`src/rtl/fifo_access_sched_if.sv`:
```
// Handshake bundle between producers/consumer, the access scheduler and the shared FIFO.
// The master modport is the scheduler's view of the bundle.
interface fifo_access_sched_if #(
  parameter int NREQ = 4,
  parameter int DW   = 8
);
  logic [NREQ-1:0]    req;
  logic [NREQ*DW-1:0] wdata;
  logic [NREQ-1:0]    gnt;
  logic               rd_req;
  logic               rd_valid;
  logic               fifo_wn;
  logic               fifo_rn;
  logic [DW-1:0]      fifo_datain;
  logic               fifo_full;
  logic               fifo_empty;

  modport master (
    input  req, wdata, rd_req, fifo_full, fifo_empty,
    output gnt, rd_valid, fifo_wn, fifo_rn, fifo_datain
  );

  modport slave (
    output req, wdata, rd_req, fifo_full, fifo_empty,
    input  gnt, rd_valid, fifo_wn, fifo_rn, fifo_datain
  );
endinterface

```
`src/rtl/fifo_access_sched.sv`:
```
// Round-robin write arbiter plus single read consumer for the shared 8-deep FIFO.
// Reads win once WR_BURST consecutive writes have happened while a read was waiting.
module fifo_access_sched #(
  parameter int NREQ     = 4,
  parameter int DW       = 8,
  parameter int WR_BURST = 4
) (
  input  logic                 clk,
  input  logic                 rst,
  fifo_access_sched_if.master  bus
);
  localparam int PW = (NREQ > 1) ? $clog2(NREQ) : 1;

  logic [PW-1:0] rr_ptr;
  logic [3:0]    wr_streak;
  logic          rd_valid_q;

  logic          wr_ok;
  logic          rd_ok;
  logic          force_rd;
  logic          do_rd;
  logic          do_wr;
  logic          found;
  logic [PW-1:0] winner;
  logic [PW-1:0] idx;

  // Scan from rr_ptr upward, wrapping at NREQ; first set request wins.
  always_comb begin
    winner = '0;
    found  = 1'b0;
    idx    = '0;
    for (int k = 0; k < NREQ; k++) begin
      idx = PW'((int'(rr_ptr) + k) % NREQ);
      if (!found && bus.req[idx]) begin
        found  = 1'b1;
        winner = idx;
      end
    end
  end

  always_comb begin
    wr_ok    = (|bus.req) && !bus.fifo_full;
    rd_ok    = bus.rd_req && !bus.fifo_empty;
    force_rd = rd_ok && (wr_streak == 4'(WR_BURST));
    // The FIFO drops a read issued together with a write, so the two are exclusive.
    do_rd    = rst && rd_ok && (!wr_ok || force_rd);
    do_wr    = rst && wr_ok && !do_rd;
  end

  always_comb begin
    bus.gnt         = '0;
    bus.fifo_datain = '0;
    for (int i = 0; i < NREQ; i++) begin
      if (do_wr && (winner == PW'(i))) begin
        bus.gnt[i]      = 1'b1;
        bus.fifo_datain = bus.wdata[i*DW +: DW];
      end
    end
    bus.fifo_wn  = do_wr;
    bus.fifo_rn  = do_rd;
    bus.rd_valid = rd_valid_q;
  end

  always_ff @(posedge clk) begin
    if (!rst) begin
      rr_ptr     <= '0;
      wr_streak  <= '0;
      rd_valid_q <= 1'b0;
    end else begin
      rd_valid_q <= do_rd;
      if (do_wr) begin
        rr_ptr <= PW'((int'(winner) + 1) % NREQ);
      end
      if (do_wr && rd_ok) begin
        if (wr_streak != 4'(WR_BURST)) begin
          wr_streak <= wr_streak + 4'd1;
        end
      end else if (do_rd || !rd_ok) begin
        wr_streak <= '0;
      end
    end
  end
endmodule

```
`src/flat_wrapper.sv`:
```
// flat-port wrapper written by rule: the top's interface ports become plain ports
module fifo_access_sched_flat 
#(
  parameter int NREQ     = 4,
  parameter int DW       = 8,
  parameter int WR_BURST = 4
)
  (clk, rst, bus_req, bus_wdata, bus_rd_req, bus_fifo_full, bus_fifo_empty, bus_gnt, bus_rd_valid, bus_fifo_wn, bus_fifo_rn, bus_fifo_datain);
  fifo_access_sched_if #(.NREQ(NREQ), .DW(DW)) bus_i ();
  input  logic clk;
  input  logic rst;
  input wire logic [$bits(bus_i.req)-1:0] bus_req;
  input wire logic [$bits(bus_i.wdata)-1:0] bus_wdata;
  input wire logic [$bits(bus_i.rd_req)-1:0] bus_rd_req;
  input wire logic [$bits(bus_i.fifo_full)-1:0] bus_fifo_full;
  input wire logic [$bits(bus_i.fifo_empty)-1:0] bus_fifo_empty;
  output wire logic [$bits(bus_i.gnt)-1:0] bus_gnt;
  output wire logic [$bits(bus_i.rd_valid)-1:0] bus_rd_valid;
  output wire logic [$bits(bus_i.fifo_wn)-1:0] bus_fifo_wn;
  output wire logic [$bits(bus_i.fifo_rn)-1:0] bus_fifo_rn;
  output wire logic [$bits(bus_i.fifo_datain)-1:0] bus_fifo_datain;
  assign bus_i.req = bus_req;
  assign bus_i.wdata = bus_wdata;
  assign bus_i.rd_req = bus_rd_req;
  assign bus_i.fifo_full = bus_fifo_full;
  assign bus_i.fifo_empty = bus_fifo_empty;
  assign bus_gnt = bus_i.gnt;
  assign bus_rd_valid = bus_i.rd_valid;
  assign bus_fifo_wn = bus_i.fifo_wn;
  assign bus_fifo_rn = bus_i.fifo_rn;
  assign bus_fifo_datain = bus_i.fifo_datain;
  fifo_access_sched #(.NREQ(NREQ), .DW(DW), .WR_BURST(WR_BURST)) u_core (.clk(clk), .rst(rst), .bus(bus_i));
endmodule
```
`config.mk`:
```
export PLATFORM = sky130hd
export DESIGN_NAME = fifo_access_sched_flat
export DESIGN_NICKNAME = d
export VERILOG_FILES = /design/src/rtl/fifo_access_sched_if.sv /design/src/rtl/fifo_access_sched.sv /design/src/flat_wrapper.sv
export SDC_FILE = /design/constraint.sdc
export NUM_CORES = 1
export LEC_CHECK = 0
export BUFFER_PORTS_ARGS = -buffer_cell sky130_fd_sc_hd__buf_2
export CAP_MARGIN = 20
export CORE_MARGIN = 10
export CORE_UTILIZATION = 30
export CTS_BUF_LIST = sky130_fd_sc_hd__clkbuf_2 sky130_fd_sc_hd__clkbuf_4 sky130_fd_sc_hd__clkbuf_8
export CTS_CLUSTER_SIZE = 14
export DETAILED_ROUTE_END_ITERATION = 10
export SLEW_MARGIN = 10
export SYNTH_ARGS = -nofsm -noshare
export SYNTH_HDL_FRONTEND = slang
export SYNTH_SLANG_ARGS = --single-unit
```
`constraint.sdc`:
```
create_clock -name clk -period 5.5 [get_ports clk]
set_clock_uncertainty 0.2 [all_clocks]
set_input_delay 0.55 -clock clk [delete_from_list [all_inputs] [get_ports clk]]
set_output_delay 0.55 -clock clk [all_outputs]
set_load 0.05 [all_outputs]
```
==> metrics.log <==
INFO  metric power = 224.0 uW
INFO  metric highest_fanout_seen_on_the_critical_path = 10
INFO  metric cts_resized = 0
INFO  metric grt_first_pass_wirelength = 4236 um
INFO  metric share_clk_of_total_power = 23.9%
INFO  metric floorplan.die.height = 72.39 um
INFO  metric switchingPower = 91.90 uW
INFO  metric maxCapViolations = 0
INFO  metric rrSetupSlack = 3780 ps
INFO  metric syn_to_final_growth = 36.63%
INFO  metric drc = 0
INFO  metric grt_pass1_vias = 944
INFO  metric critical_path_required = 4750 ps
INFO  metric grt_antenna_before_repair = 0
INFO  metric number_of_cells_on_the_worst_reg_to_reg_path = 6
INFO  metric detailroute.via_count = 951
INFO  metric antenna_left = 0
INFO  metric place_ws = 2046 ps
INFO  metric crit_path_start_kind = primary input
INFO  metric synth_seq_cells = 7
INFO  metric postCtsSetupBuffers = 0
INFO  metric power.static_leakage = 0.0006259 uW
INFO  metric power_density = 199.2 nW/um^2
INFO  metric global_routing_usage_summed_across_all_routing_layers = 9.418%
INFO  metric totalWireLength = 2636 um
INFO  metric boundaryPins = 56
INFO  metric post-route-period-util = 62.51%
INFO  metric die_area = 5240 um^2
INFO  metric die-width = 72.39 um
INFO  metric num_antenna_cells = 0
INFO  metric endpoint_kind = output port
INFO  metric fraction_of_final_layout_cells_with_drive_strength_greater_than_1 = 47.74%
INFO  metric post-route-worst-setup-slack = 2062 ps
INFO  metric power.switching_fraction = 41.02%
INFO  metric grt_overflow_total = 0
INFO  metric clock_tree_from_tritoncts = done
INFO  metric comb_power_share = 51.7%
INFO  metric synthDominantAreaCellType = dfxtp_1
INFO  metric dp_hpwl = 2176 um
INFO  metric power_frac_seq = 24.4%
INFO  metric cts_buffers = 3
INFO  metric hold_path_end = u_core.wr_streak[0]
INFO  metric worstHoldPathCells = 1
INFO  metric synth_sequential_area_ratio = 17.02%
INFO  metric run_status = finished, final reports clean
INFO  metric routedWlPerCell = 14.25 um
INFO  metric initial_utilization = 32.35%
INFO  metric detail_route.iter0.violations = 32
INFO  metric clock_latency = 250 ps
INFO  metric rsz0062_at_grt = false
INFO  metric drt_first_pass_iters = 4
INFO  metric startpoint = bus_req[0]
INFO  metric layout.nets = 203
INFO  metric placeableCoreArea = 2545 um^2
INFO  metric cp_data_arrival_time = 2690 ps
INFO  metric synth_nets = 149
INFO  metric slew_at_the_pin_with_the_worst_max_slew_slack = 575.7 ps
INFO  metric irDropWorstVdd = 0.1200 mV
INFO  metric io_buffer_count = 55
INFO  metric post_synth_instance_area = 823.3 um^2
INFO  metric tns = 0 ps
INFO  metric synth.cells.most_frequent = inv_1, a21oi_1, nand2_1
INFO  metric yosys_warn_count = 0
INFO  metric synth.lib_cells_used.distinct = 32
INFO  metric final_area = 1125 um^2
INFO  metric worstSetupPathType = primary input to output port
INFO  metric timing.final.max_slew_violations = 0
INFO  metric hold_class = register to register
INFO  metric async_flop_share = 0%
INFO  metric placement.cell_area = 1095 um^2
INFO  metric gp_congestion = 0.7285
INFO  metric timing.final.setup_violations = 0
INFO  metric r2r-end = u_core.rr_ptr[0]
INFO  metric layout_min_cycle_time = 3438 ps
INFO  metric most_instantiated_library_cell_after_synthesis = inv_1
INFO  metric cts-htree-levels = 1
INFO  metric synth_edf_count = 0
INFO  metric synthCells = 102
INFO  metric min_from = u_core.wr_streak[0]
INFO  metric maximum_number_of_pins_on_one_net_before_global_route_repair = 18
INFO  metric yosys_most_used_dff = dfxtp_1
INFO  metric clock.fmax = 0.2909 GHz
INFO  metric core.rowCount = 18
INFO  metric r2r_start = u_core.wr_streak[0]
INFO  metric clockRootBuffer = clkbuf_4
INFO  metric clkTransAtPathRegs = 50 ps
INFO  metric numClockSinks = 7
INFO  metric synthesis.area_per_instance = 8.071 um^2
INFO  metric power_report.internal_total = 132.1 uW
INFO  metric slew_headroom = 61.62%
INFO  metric yosysTopAreaCellShare = 17.02%
INFO  metric cts-root-to-sink-buffers = 2
INFO  metric report.final.hold_viol_count = 0
INFO  metric placed_cells = 181
INFO  metric non_filler_instances = 185
INFO  metric yosys-top-cells-area = dfxtp_1, ha_1, a211o_1, a221oi_1, inv_1
INFO  metric cts_hold_buf = 0
INFO  metric drt-vias-per-instance = 5.141
-- sequential cells by signal, indices dropped and copies added, names as in the netlist --
name                 cells
u_core.bus.rd_valid      1
u_core.wr_streak         4
u_core.rr_ptr            2
-- cell type report --
class / count / area [um^2]
Tap cell: 30 / 37.54
Inverter: 16 / 60.06
Sequential cell: 7 / 140.1
Timing Repair Buffer: 55 / 275.3
Multi-Input combinational cell: 73 / 581.8
Fill cell: 275 / 1420
Clock buffer: 4 / 30.03
-- worst max path at each step --
stage | to | slack [ps] | cells after the start
2_1_floorplan | bus_fifo_datain[0] | 2040 | 11
3_3_place_gp | bus_fifo_datain[7] | 2120 | 11
3_5_place_dp | bus_fifo_datain[1] | 2050 | 11
4_1_cts | bus_fifo_datain[1] | 2040 | 11
5_1_grt | bus_fifo_datain[2] | 1860 | 11
6_report | bus_fifo_datain[7] | 2060 | 11
-- cell usage in the layout, fill, tap and decap left out, drive strengths merged, types with 2 or more instances in the layout --
cell,Yosys,layout
nor2b,3,3
a221oi,8,8
inv,16,16
and3,4,4
nand2,11,11
dfxtp,7,7
ha,6,6
a211o,8,8
nor2,5,5
o311a,2,2
o221a,2,2
buf,5,55
clkbuf,1,4
a21oi,9,9
-- power by group through the flow --
stage	Combinational (uW)	Sequential, uW	Clock, uW
after CTS	117	54.8	54.3
after global placement	115	55.7	0
after global routing	128	55.2	58.0
final	116	54.8	53.5
after detailed placement	116	55.9	0
after floorplan	88.0	56.1	0
-- per-stage QoR --
stage | hold WS (ps) | utilization [%]
6_report | 273.7 | 44.20
5_1_grt | 324.3 | 44.20
4_1_cts | 277.2 | 44.20
3_5_place_dp | 265.4 | 43.02
3_3_place_gp | 247.3 | 43.02
2_1_floorplan | 229.7 | -
-- metal layers --
metal	wire, um	vias up	track usage [%]
met2	1113	50	14.48
met1	1131	420	11.11
met3	358	4	3.810
li1	-	477	-
met4	32	0	4.430
met5	0	-	0
-- cells by family after synthesis --
family          share of synthesized area, %
compound gates                         34.35
xor+xnor                               2.128
fa+ha+maj                              9.118
buf+inv                                12.31
flops                                  17.02
simple gates                           25.08
-- worst max-delay path, stage by stage --
cell      delay (ps)
buf_2            130
a21o_2           200
a21oi_1          150
o22a_1           190
inv_1             70
ha_1             320
nor2b_4          260
a221oi_1         110
a211o_1          290
a21oi_1          120
buf_2            280
(Power assumes the default switching activity.)
